`src/rtl/mod_arb_pkg.sv`:
```
// -----------------------------------------------------------------------------
// mod_arb_pkg
// Shared definitions for the modulus arbiter slice.
//   CH0 / CH1  : channel identifiers, also used as the tag value
//   state_e    : arbiter FSM encoding (IDLE = 0, BUSY = 1)
//   clog2()    : bit width needed to index 'value' entries (minimum 1)
// -----------------------------------------------------------------------------
package mod_arb_pkg;

  localparam logic CH0 = 1'b0;
  localparam logic CH1 = 1'b1;

  typedef enum logic {
    IDLE = 1'b0,
    BUSY = 1'b1
  } state_e;

  function automatic int clog2(input int value);
    int r;
    r = 1;
    for (int i = 1; i < 31; i++) begin
      if ((1 << i) < value) r = i + 1;
    end
    return r;
  endfunction

endpackage

```
`src/rtl/mod_tag_fifo.sv`:
```
// -----------------------------------------------------------------------------
// mod_tag_fifo
// 1-bit wide, DEPTH-deep synchronous FIFO holding the channel tag of every bin
// in flight through the modulus pipeline.
//   clk, rst_n    : clock, asynchronous active-low reset
//   push_i        : write push_tag_i (ignored when full and not popping)
//   push_tag_i    : tag to store
//   pop_i         : discard head entry (ignored when empty)
//   pop_tag_o     : head entry, meaningful only while !empty_o
//   empty_o       : no entries
//   full_o        : DEPTH entries
// A simultaneous push and pop is always accepted when the FIFO is non-empty,
// so the occupancy stays unchanged even at full.
// -----------------------------------------------------------------------------
module mod_tag_fifo
  import mod_arb_pkg::*;
#(
  parameter int DEPTH = 32
) (
  input  logic clk,
  input  logic rst_n,
  input  logic push_i,
  input  logic push_tag_i,
  input  logic pop_i,
  output logic pop_tag_o,
  output logic empty_o,
  output logic full_o
);

  localparam int AW = clog2(DEPTH);
  localparam int CW = clog2(DEPTH + 1);

  logic [DEPTH-1:0] mem_q;
  logic [AW-1:0]    wr_ptr_q, rd_ptr_q;
  logic [CW-1:0]    count_q;
  logic             do_push, do_pop;

  assign empty_o   = (count_q == '0);
  assign full_o    = (count_q == CW'(DEPTH));
  assign do_pop    = pop_i & ~empty_o;
  assign do_push   = push_i & (~full_o | do_pop);
  assign pop_tag_o = mem_q[rd_ptr_q];

  // NOTE: the storage array has no reset; entries are only ever read behind
  // count_q, so resetting them would add reset fan-out for no behaviour.
  always_ff @(posedge clk) begin
    if (do_push) mem_q[wr_ptr_q] <= push_tag_i;
  end

  // NOTE: sequential state uses non-blocking assignments so every flop samples
  // pre-edge values regardless of block ordering.
  always_ff @(posedge clk or negedge rst_n) begin
    if (!rst_n) begin
      wr_ptr_q <= '0;
      rd_ptr_q <= '0;
      count_q  <= '0;
    end else begin
      if (do_push) wr_ptr_q <= (wr_ptr_q == AW'(DEPTH - 1)) ? '0 : wr_ptr_q + 1'b1;
      if (do_pop)  rd_ptr_q <= (rd_ptr_q == AW'(DEPTH - 1)) ? '0 : rd_ptr_q + 1'b1;
      count_q <= count_q + CW'(do_push) - CW'(do_pop);
    end
  end

endmodule

```
`src/rtl/modulus_arbiter.sv`:
```
// -----------------------------------------------------------------------------
// modulus_arbiter
// Shares one data_modulus (CORDIC magnitude, no backpressure) between two FFT
// output streams. Grants whole frames round-robin, tags every issued bin and
// steers returned magnitudes to per-channel outputs with bin index and frame
// length checks.
//   s0_* / s1_*     : per-channel FFT bin input (valid/ready, eop = last bin)
//   mod_*  (out)    : registered bin stream into data_modulus
//   mod_*  (in)     : modulus result stream from data_modulus
//   m0_* / m1_*     : per-channel magnitude, bin index, valid, eop
//   busy            : a frame is granted
//   len_err         : pulse, returned frame length differed from FFT_N
//   tag_err         : pulse, result with no tag, or tag dropped on a full FIFO
// Optional feature, macro MOD_ARB_WATCHDOG_EN: abort a granted frame after
// WD_CYCLES consecutive idle cycles and pulse the extra output wd_err.
// -----------------------------------------------------------------------------
module modulus_arbiter
  import mod_arb_pkg::*;
#(
  parameter int DW        = 16,
  parameter int FFT_N     = 1024,
  parameter int TAG_DEPTH = 32
`ifdef MOD_ARB_WATCHDOG_EN
  , parameter int WD_CYCLES = 4096
`endif
) (
  input  logic                      clk,
  input  logic                      rst_n,
  input  logic [DW-1:0]             s0_real,
  input  logic [DW-1:0]             s0_imag,
  input  logic                      s0_valid,
  input  logic                      s0_eop,
  output logic                      s0_ready,
  input  logic [DW-1:0]             s1_real,
  input  logic [DW-1:0]             s1_imag,
  input  logic                      s1_valid,
  input  logic                      s1_eop,
  output logic                      s1_ready,
  output logic [DW-1:0]             mod_real,
  output logic [DW-1:0]             mod_imag,
  output logic                      mod_valid,
  output logic                      mod_eop,
  input  logic [DW-1:0]             mod_modulus,
  input  logic                      mod_rvalid,
  input  logic                      mod_reop,
  output logic [DW-1:0]             m0_modulus,
  output logic [clog2(FFT_N)-1:0]   m0_bin,
  output logic                      m0_valid,
  output logic                      m0_eop,
  output logic [DW-1:0]             m1_modulus,
  output logic [clog2(FFT_N)-1:0]   m1_bin,
  output logic                      m1_valid,
  output logic                      m1_eop,
  output logic                      busy,
  output logic                      len_err,
  output logic                      tag_err
`ifdef MOD_ARB_WATCHDOG_EN
  , output logic                    wd_err
`endif
);

  localparam int BW = clog2(FFT_N);

  // ---------------------------------------------------------------- issue side
  state_e          state_q, state_d;
  logic            grant_q, grant_d;
  logic            last_grant_q, last_grant_d;
  logic            sel_valid, sel_eop, accept;
  logic [DW-1:0]   sel_real, sel_imag;
  logic [DW-1:0]   mod_real_q, mod_imag_q;
  logic            mod_valid_q, mod_eop_q, mod_tag_q;
  logic            wd_abort;

  assign sel_valid = (grant_q == CH1) ? s1_valid : s0_valid;
  assign sel_eop   = (grant_q == CH1) ? s1_eop   : s0_eop;
  assign sel_real  = (grant_q == CH1) ? s1_real  : s0_real;
  assign sel_imag  = (grant_q == CH1) ? s1_imag  : s0_imag;

  assign busy     = (state_q == BUSY);
  assign s0_ready = busy && (grant_q == CH0);
  assign s1_ready = busy && (grant_q == CH1);
  assign accept   = busy && sel_valid;

`ifdef MOD_ARB_WATCHDOG_EN
  localparam int WDW = clog2(WD_CYCLES + 1);
  logic [WDW-1:0] wd_cnt_q;
  logic           wd_err_q;

  // Fires on the WD_CYCLES-th consecutive cycle the granted channel is idle.
  assign wd_abort = busy && !sel_valid && (wd_cnt_q == WDW'(WD_CYCLES - 1));
  assign wd_err   = wd_err_q;

  always_ff @(posedge clk or negedge rst_n) begin
    if (!rst_n) begin
      wd_cnt_q <= '0;
      wd_err_q <= 1'b0;
    end else begin
      wd_err_q <= wd_abort;
      if (!busy || sel_valid || wd_abort) wd_cnt_q <= '0;
      else                                wd_cnt_q <= wd_cnt_q + 1'b1;
    end
  end
`else
  assign wd_abort = 1'b0;
`endif

  // NOTE: every combinational output gets its default first, so no path through
  // the case statement can leave a variable unassigned and infer a latch.
  always_comb begin
    state_d      = state_q;
    grant_d      = grant_q;
    last_grant_d = last_grant_q;
    case (state_q)
      IDLE: begin
        if (s0_valid || s1_valid) begin
          // NOTE: blocking assignment here, so grant_d is read back below with
          // the value just chosen in this same evaluation.
          if (s0_valid && s1_valid) grant_d = ~last_grant_q;
          else                      grant_d = s1_valid ? CH1 : CH0;
          last_grant_d = grant_d;
          state_d      = BUSY;
        end
      end
      BUSY: begin
        if ((accept && sel_eop) || wd_abort) state_d = IDLE;
      end
      default: state_d = IDLE;
    endcase
  end

  always_ff @(posedge clk or negedge rst_n) begin
    if (!rst_n) begin
      state_q      <= IDLE;
      grant_q      <= CH0;
      last_grant_q <= CH1;
      mod_real_q   <= '0;
      mod_imag_q   <= '0;
      mod_valid_q  <= 1'b0;
      mod_eop_q    <= 1'b0;
      mod_tag_q    <= CH0;
    end else begin
      state_q      <= state_d;
      grant_q      <= grant_d;
      last_grant_q <= last_grant_d;
      mod_valid_q  <= accept;
      mod_eop_q    <= accept && sel_eop;
      if (accept) begin
        mod_real_q <= sel_real;
        mod_imag_q <= sel_imag;
        mod_tag_q  <= grant_q;
      end
    end
  end

  assign mod_real  = mod_real_q;
  assign mod_imag  = mod_imag_q;
  assign mod_valid = mod_valid_q;
  assign mod_eop   = mod_eop_q;

  // ------------------------------------------------------------------ tag FIFO
  logic fifo_tag, fifo_empty, fifo_full;

  // The tag is pushed alongside the registered beat, which keeps tag order
  // identical to the order bins enter data_modulus.
  mod_tag_fifo #(
    .DEPTH(TAG_DEPTH)
  ) u_tag_fifo (
    .clk       (clk),
    .rst_n     (rst_n),
    .push_i    (mod_valid_q),
    .push_tag_i(mod_tag_q),
    .pop_i     (mod_rvalid),
    .pop_tag_o (fifo_tag),
    .empty_o   (fifo_empty),
    .full_o    (fifo_full)
  );

  // --------------------------------------------------------------- return side
  logic            ret_ok, ret_ch, at_last;
  logic [BW-1:0]   cur_bin, nxt_bin;
  logic            len_err_d, tag_err_d;
  logic [DW-1:0]   ret_mod_q [2];
  logic [BW-1:0]   ret_bin_q [2];
  logic [BW-1:0]   bin_cnt_q [2];
  logic [1:0]      ret_valid_q, ret_eop_q;
  logic            len_err_q, tag_err_q;

  assign ret_ok  = mod_rvalid && !fifo_empty;
  assign ret_ch  = fifo_tag;
  assign cur_bin = bin_cnt_q[ret_ch];
  assign at_last = (cur_bin == BW'(FFT_N - 1));
  // Counter restarts after an eop and also on a wrap without eop.
  assign nxt_bin = (mod_reop || at_last) ? '0 : cur_bin + 1'b1;
  // Length is wrong when eop and the last bin index disagree.
  assign len_err_d = ret_ok && (mod_reop ^ at_last);
  assign tag_err_d = (mod_rvalid && fifo_empty) ||
                     (mod_valid_q && fifo_full && !ret_ok);

  always_ff @(posedge clk or negedge rst_n) begin
    if (!rst_n) begin
      for (int c = 0; c < 2; c++) begin
        ret_mod_q[c] <= '0;
        ret_bin_q[c] <= '0;
        bin_cnt_q[c] <= '0;
      end
      ret_valid_q <= '0;
      ret_eop_q   <= '0;
      len_err_q   <= 1'b0;
      tag_err_q   <= 1'b0;
    end else begin
      ret_valid_q <= '0;
      ret_eop_q   <= '0;
      len_err_q   <= len_err_d;
      tag_err_q   <= tag_err_d;
      if (ret_ok) begin
        ret_valid_q[ret_ch] <= 1'b1;
        ret_eop_q[ret_ch]   <= mod_reop;
        ret_mod_q[ret_ch]   <= mod_modulus;
        ret_bin_q[ret_ch]   <= cur_bin;
        bin_cnt_q[ret_ch]   <= nxt_bin;
      end
    end
  end

  assign m0_modulus = ret_mod_q[CH0];
  assign m0_bin     = ret_bin_q[CH0];
  assign m0_valid   = ret_valid_q[CH0];
  assign m0_eop     = ret_eop_q[CH0];
  assign m1_modulus = ret_mod_q[CH1];
  assign m1_bin     = ret_bin_q[CH1];
  assign m1_valid   = ret_valid_q[CH1];
  assign m1_eop     = ret_eop_q[CH1];
  assign len_err    = len_err_q;
  assign tag_err    = tag_err_q;

endmodule

```
`config.mk`:
```
export PLATFORM = sky130hd
export DESIGN_NAME = modulus_arbiter
export DESIGN_NICKNAME = d
export VERILOG_FILES = /design/src/rtl/mod_arb_pkg.sv /design/src/rtl/mod_tag_fifo.sv /design/src/rtl/modulus_arbiter.sv
export SDC_FILE = /design/constraint.sdc
export NUM_CORES = 1
export LEC_CHECK = 0
export ABC_AREA = 1
export CAP_MARGIN = 20
export CORE_ASPECT_RATIO = 0.7
export CORE_MARGIN = 3
export CORE_UTILIZATION = 31
export CTS_CLUSTER_DIAMETER = 30
export DETAILED_ROUTE_END_ITERATION = 8
export GPL_ROUTABILITY_DRIVEN = 0
export PLACE_DENSITY = 0.61
export SLEW_MARGIN = 20
export SYNTH_ARGS = -nofsm -noshare
export SYNTH_HDL_FRONTEND = slang
export SYNTH_SLANG_ARGS = --single-unit
```
`constraint.sdc`:
```
create_clock -name clk -period 2.5 [get_ports clk]
set_input_delay 0.75 -clock clk [delete_from_list [all_inputs] [get_ports clk]]
set_output_delay 0.75 -clock clk [all_outputs]
set_load 0.01 [all_outputs]
```
==> results.json, run 1 <==
{
  "drc_errors": 0,
  "grt_pass1_vias": 6121,
  "dieArea_um2": 25900,
  "crit_fanout": 10,
  "grt_pass1_wl_um": 31900,
  "synth_nets": 940,
  "powerDensity_nw_per_um2": 1190,
  "drive_gt1_frac": 0.138,
  "cts_hold_buf": 0,
  "hold_violations": 0,
  "wirelength_um": 19700,
  "die_w_um": 191,
  "setup_viol": 13,
  "place_area_um2": 9980,
  "numCtsBuffers": 17,
  "detailed_place_hpwl_um": 14000,
  "final_nets": 1156,
  "via_count": 6190,
  "grt_max_degree": 59,
  "clock.fmax_mhz": 384,
  "grt_overflow": 0,
  "cap_viol_max_count": 0,
  "synth_cells": 833,
  "wl_per_cell_um": 14.3,
  "worst_ep_required_time_ns": 2.81,
  "rsz0062_at_grt": "yes",
  "ios": 183,
  "yosysUniqueCellTypes": 38,
  "path_class": "reg2reg",
  "antenna_cells": 0,
  "numPortBuffers": 182,
  "clk_path_buf_depth": 2,
  "viasPerCell": 4.51,
  "ir_worst_vdd_uv": 588,
  "finalSetupTns_ns": -0.685,
  "yosysTopAreaCell": "dfrtp_1",
  "initial_core_util": 0.322,
  "grt_usage": 0.155,
  "postRouteAntennaNets": 0,
  "synth_top_area_share": 0.442,
  "final_cell_area_um2": 10800,
  "start_kind": "flop",
  "status": "finished with violations",
  "htree_num_levels": 4,
  "p_leak_nw": 4.78,
  "antenna_found_initial": 0,
  "fin_crit_ns": 2.61,
  "area_growth_pct": 45.2,
  "coreArea_um2": 23100,
  "cp-end-kind": "flop",
  "violations": "setup timing",
  "setup_ws_ns": -0.106,
  "ys_seq_area_frac": 0.575,
  "dieHeight_um": 135,
  "dr.pass1.iters": 4,
  "slew_headroom": 0.385,
  "cts_root_buf": "clkbuf_16",
  "synth_area_leaders": "dfrtp_1 (44%), edfxtp_1 (13%), nand2_1 (12%)",
  "hp-class": "in2async",
  "worstMarginPinSlew_ns": 0.923,
  "drtIter0Drc": 308,
  "clock_skew_ns": 0.0162,
  "final_util": 0.467,
  "ys_ff_latch": 164,
  "cp.arrival_ns": 2.91,
  "pre_cts_slack_ns": -0.259,
  "synthesis.area_um2": 7420,
  "slew_viol_final": 0,
  "cts_tree": "done",
  "clk_pin_slew_worst_paths_ns": 0.08,
  "placementRows": 46,
  "clock_latency_ns": 0.43,
  "cts_num_sinks": 164,
  "syn_avg_cell_area_um2": 8.91,
  "period_share": 1.04,
  "yosys_warnings": 0
}
-- timing repair --
item | CTS | global route
setup buffers | 0 | 1
cloned | 0 | 4
gates resized for setup | 5 | 30
setup endpoints to repair | 17 | 22
hold endpoints to repair | 0 | 0
pin swaps | 2 | 6
-- placed cells by master, fill, tap and decap left out, types with 2 or more instances in the layout --
| master | Yosys | final |
|---|---|---|
| nand3_2 | 2 | 11 |
| o21ai_1 | 8 | 11 |
| inv_8 | 0 | 5 |
| inv_1 | 74 | 74 |
| clkdlybuf4s50_1 | 0 | 180 |
| nand3_1 | 50 | 40 |
| nand2_1 | 246 | 231 |
| clkbuf_16 | 0 | 20 |
| nand2_2 | 4 | 15 |
| o21ai_0 | 73 | 70 |
| nor2_2 | 3 | 3 |
| nand4_1 | 6 | 6 |
| clkinvlp_4 | 0 | 4 |
| nor2_4 | 4 | 5 |
| xor2_1 | 3 | 3 |
| edfxtp_1 | 32 | 32 |
| nor2_1 | 77 | 76 |
| nor3_1 | 2 | 2 |
| a21oi_1 | 4 | 3 |
| inv_2 | 6 | 6 |
| dfrtp_1 | 131 | 130 |
| nand2_4 | 4 | 8 |
| ha_4 | 0 | 2 |
| nor3b_1 | 2 | 2 |
| ha_1 | 18 | 15 |
| buf_4 | 0 | 39 |
| a31oi_1 | 32 | 32 |
| inv_6 | 0 | 3 |
| o21ai_2 | 2 | 2 |
| buf_12 | 0 | 9 |
| and3_1 | 2 | 2 |
-- path summary, 6_finish.rpt --
kind	start	end	slack [ns]	cells past startpoint
setup / recovery	u_tag_fifo.rd_ptr_q[0]	bin_cnt_q[6]	-0.11	18
hold / removal	rst_n	m1_modulus[0]	0.25	1
setup reg to reg	u_tag_fifo.rd_ptr_q[0]	bin_cnt_q[6]	-0.11	18
hold reg to reg	last_grant_q	last_grant_q	0.48	2
max in group asynchronous	rst_n	last_grant_q	1.61	2
min in group clk	last_grant_q	last_grant_q	0.48	2
-- layer usage --
metal | share of wire | track usage | up-vias | routed length, µm
met5 | 0 | 0 | - | 0
met4 | 0.0086 | 0.0338 | 0 | 170
met3 | 0.077 | 0.0592 | 11 | 1520
met2 | 0.43 | 0.229 | 171 | 8430
met1 | 0.49 | 0.218 | 2878 | 9580
li1 | - | - | 3130 | -
-- cell type report --
class,count,area (µm²)
fill,2192,12300
clock buffer,18,450
multi-input combinational,552,2860
timing repair inverter,1,8.76
clock inverter,14,135
inverter,81,317
timing repair buffer,232,2350
sequential,164,4270
tap,312,390
-- worst max-delay path, cell delays in order, from the launching register on --
cell and delay, ns:
dfrtp_2 0.46, buf_12 0.17, inv_6 0.05, nand2_2 0.06
nand3_2 0.10, a21oi_4 0.18, nor2_4 0.06, nand2_4 0.12
buf_12 0.14, nand3_4 0.08, nand2_4 0.09, ha_4 0.14
nand2_4 0.06, nor2_4 0.09, nand4_1 0.17, ha_4 0.26
a21boi_1 0.15, nand3_1 0.07, nand2_1 0.06
-- logic make-up after synthesis --
group	share of synthesized area
simple gates	0.229
flops	0.575
compound gates	0.0941
buf+inv	0.0649
fa+ha+maj	0.0330
xor+xnor	0.00472
-- report_power, final --
group	internal, mW	switching, mW
Combinational	2.79	3.25
Sequential	3.65	0.594
Clock	1.38	1.21
Total	7.82	5.05
-- metrics by stage --
stage	hold WS, ns	std cells	total power, mW
after floorplan	0.444	833	7.24
after global placement	0.461	1337	10.0
after detailed placement	0.467	1337	10.1
after CTS	0.251	1369	12.8
after global routing	0.261	1374	13.9
final	0.254	1374	12.9
-- registers in the layout, summed over array words and instances, names as in the netlist, 2 cells and up --
name	cells
m0_modulus	16
m0_bin	10
m1_bin	10
mod_imag	16
u_tag_fifo.mem_q	32
ret_valid_q	2
u_tag_fifo.rd_ptr_q	5
ret_eop_q	2
bin_cnt_q	20
u_tag_fifo.wr_ptr_q	5
mod_real	16
u_tag_fifo.count_q	6
m1_modulus	16
-- cells in the mapped netlist, drive strengths merged --
cell type and n:
and3 2, nand4 6, a21boi 1, xnor2 1, buf 14, dfstp 1
a31oi 32, a21oi 5, dfrtp 131, fa 1, edfxtp 32, a211oi 1
o211ai 1, nand2 254, ha 18, a22oi 1, nor2 84, nand3 52
nor3 2, inv 81, nor3b 2, clkbuf 23, xor2 3, or2 1
o21ai 84
No activity file was read; power rests on OpenSTA's default activity.
==> inputs of run 2 (changes only) <==
--- a/config.mk
+++ b/config.mk
@@ -5,7 +5,6 @@
 export SDC_FILE = /design/constraint.sdc
 export NUM_CORES = 1
 export LEC_CHECK = 0
-export ABC_AREA = 1
 export CAP_MARGIN = 20
 export CORE_ASPECT_RATIO = 0.7
 export CORE_MARGIN = 3
==> run 2 against run 1 <==
Net effect:
- the run still ends with setup timing left
- utilization up 0.48 points
- critical path depth down 5
- maximum frequency down 9.1%
- count of clock-buffer cells in the layout up 1
- critical path type unchanged
==> results.json, run 2 <==
{
  "grt_overflow": 0,
  "cap_viol_max_count": 0,
  "r2r_start": "u_tag_fifo.rd_ptr_q[2]",
  "numCtsBuffers": 17,
  "postRouteAntennaNets": 0,
  "hp-class": "in2async",
  "status": "finished with violations",
  "setup_ws_ns": -0.367,
  "rr_worst_depth": 13,
  "p_leak_nw": 4.65,
  "antenna_found_initial": 0,
  "synthArstFlopShare": 0.805,
  "slew_viol_final": 0,
  "grt_pass1_wl_um": 29700,
  "wirelength_um": 19200,
  "viasPerCell": 4.66,
  "clk_pin_slew_worst_paths_ns": 0.07,
  "hold_violations": 0,
  "clockPowerShare": 0.205,
  "slowest_delay_ns": 0.39,
  "top_register": "u_tag_fifo.mem_q",
  "dp_cells": 1171,
  "seqPwrFrac": 0.344,
  "start_kind": "flop",
  "drive_gt1_frac": 0.207,
  "clock.fmax_mhz": 349,
  "final_common_cell": "clkdlybuf4s50_1",
  "pre_cts_slack_ns": -0.376,
  "cp-end-kind": "flop",
  "largest_reg_flops": 32,
  "clock_latency_ns": 0.42,
  "dieHeight_um": 136,
  "ir_worst_vdd_uv": 705,
  "cp.arrival_ns": 3.19,
  "placementRows": 46,
  "area_growth_pct": 46.6,
  "cp_cell_sequence": "buf_12, mux2i_1, a211oi_2, nand3_1, nand4_1, mux2_4, ha_4, o21ai_4, ha_4, inv_4, buf_6, or3_4, o31ai_2",
  "synth_top_area_share": 0.440,
  "antenna_cells": 0,
  "rsz0062_at_grt": "yes",
  "powerDensity_nw_per_um2": 1160,
  "power.share.combinational": 0.451,
  "dr.pass1.iters": 5,
  "crit_buf_inv": 3,
  "dieArea_um2": 26000,
  "syn_avg_cell_area_um2": 11.2,
  "cpMaxStageDelayCell": "mux2_4",
  "numPortBuffers": 182,
  "p_int_mw": 8.23,
  "cts_tree": "done",
  "final_nets": 999,
  "crit_fanout": 13,
  "synth_nets": 772,
  "path_class": "reg2reg",
  "fin_crit_ns": 2.87,
  "grt_usage": 0.146,
  "synthesis.area_um2": 7450,
  "worstMarginPinSlew_ns": 0.911,
  "reg_top3": "u_tag_fifo.mem_q (32), bin_cnt_q (20)",
  "drtIter0Drc": 272,
  "wl_per_cell_um": 15.7,
  "initial_core_util": 0.322,
  "synth_ff_type": "dfrtp_1",
  "cts_num_sinks": 164,
  "yosysUniqueCellTypes": 52,
  "p_sw_mw": 4.41,
  "path_common_cell": "ha_4",
  "clock_skew_ns": 0.0106,
  "ys_ff_latch": 164,
  "yosysMostFrequentCell": "dfrtp_1",
  "slew_headroom": 0.393,
  "grt_pass1_vias": 5443,
  "ys_seq_area_frac": 0.573,
  "yosys_warnings": 0,
  "crit_family": "simple AND/OR/NAND/NOR gates",
  "synthTopCellsByCount": "dfrtp_1 (131), nand2_1 (105), o21ai_0 (56), nor2_1 (54), mux2i_1 (51)",
  "clk_path_buf_depth": 2,
  "setup_viol": 21,
  "synth_edf_count": 32,
  "instances_no_fill": 1217,
  "worst_ep_required_time_ns": 2.82,
  "period_share": 1.15,
  "r2r-end": "bin_cnt_q[9]",
  "holdWs_ns": 0.271,
  "p_sw_frac": 0.349,
  "htree_num_levels": 4,
  "drc_errors": 0,
  "grt_max_degree": 67,
  "detailed_place_hpwl_um": 13400,
  "rrSetupSlack_ns": -0.37,
  "via_count": 5671,
  "die_w_um": 191,
  "violations": "setup timing",
  "synth_area_leaders": "dfrtp_1 (44%), edfxtp_1 (13%), mux2_2 (7.0%)",
  "yosysTopAreaCell": "dfrtp_1",
  "synth_cells": 665,
  "cts_root_buf": "clkbuf_16",
  "coreArea_um2": 23100,
  "ios": 183,
  "layout_common_cells": "clkdlybuf4s50_1 (181), dfrtp_1 (129), nand2_1 (102)"
}
[run 2: how the worst max path moves through the flow]
stage | start | endpoint | slack (ns) | depth (start not counted)
after floorplan | u_tag_fifo.rd_ptr_q[2] | bin_cnt_q[17] | -0.44 | 15
after CTS | u_tag_fifo.rd_ptr_q[2] | bin_cnt_q[17] | -0.35 | 12
final | u_tag_fifo.rd_ptr_q[2] | bin_cnt_q[9] | -0.37 | 13
after global routing | u_tag_fifo.rd_ptr_q[1] | bin_cnt_q[9] | -0.50 | 13
after detailed placement | u_tag_fifo.rd_ptr_q[2] | bin_cnt_q[17] | -0.38 | 12
after global placement | u_tag_fifo.rd_ptr_q[1] | bin_cnt_q[17] | -0.35 | 12
[run 2: cell type report]
cell class                      count  area (µm²)
Tap cell                          312         390
Clock inverter                     13         134
Multi-Input combinational cell    450        3210
Timing Repair Buffer              239        2400
Clock buffer                       19         443
Fill cell                        2125       12200
Inverter                           20        77.6
Sequential cell                   164        4270
[run 2: stage by stage]
stage               cell area, µm²   util  TNS (ns)  power, mW
floorplan                     7540      -     -4.14       7.29
global placement              9970  0.431     -6.76       9.80
detailed placement            9970  0.431     -8.50       9.86
CTS                          10700  0.463     -4.09       12.7
global route                 10900  0.472     -7.92       13.5
finish                       10900  0.472     -4.87       12.6
[run 2: what timing repair did]
item	4_1_cts	5_1_grt
hold buffers	0	0
gates cloned	1	0
resized for setup	23	40
endpoints found under the setup margin	21	25
pin swaps	14	22
setup buffers	5	12
[run 2: cell families after synthesis]
kind of cell / share of synthesized area
multiplexers: 0.140
AND/OR/NAND/NOR: 0.144
XOR/XNOR: 0.00470
buffers and inverters: 0.0322
adder cells (fa/ha/maj): 0.0329
flip-flops: 0.573
AO/OA/AOI/OAI: 0.0739
[run 2: power groups by stage]
stage	Clock [mW]	Combinational, mW	Sequential (mW)
after detailed placement	0	5.49	4.37
after floorplan	0	2.82	4.47
after global placement	0	5.44	4.36
after global routing	2.79	6.23	4.47
after CTS	2.66	5.65	4.34
final	2.59	5.70	4.34
[run 2: metal layers]
layer	GRT usage	share of wire	vias to the layer above
li1	-	-	2769
met4	0.0305	0.0074	0
met2	0.217	0.45	157
met5	0	0	-
met3	0.0502	0.066	14
met1	0.207	0.48	2731
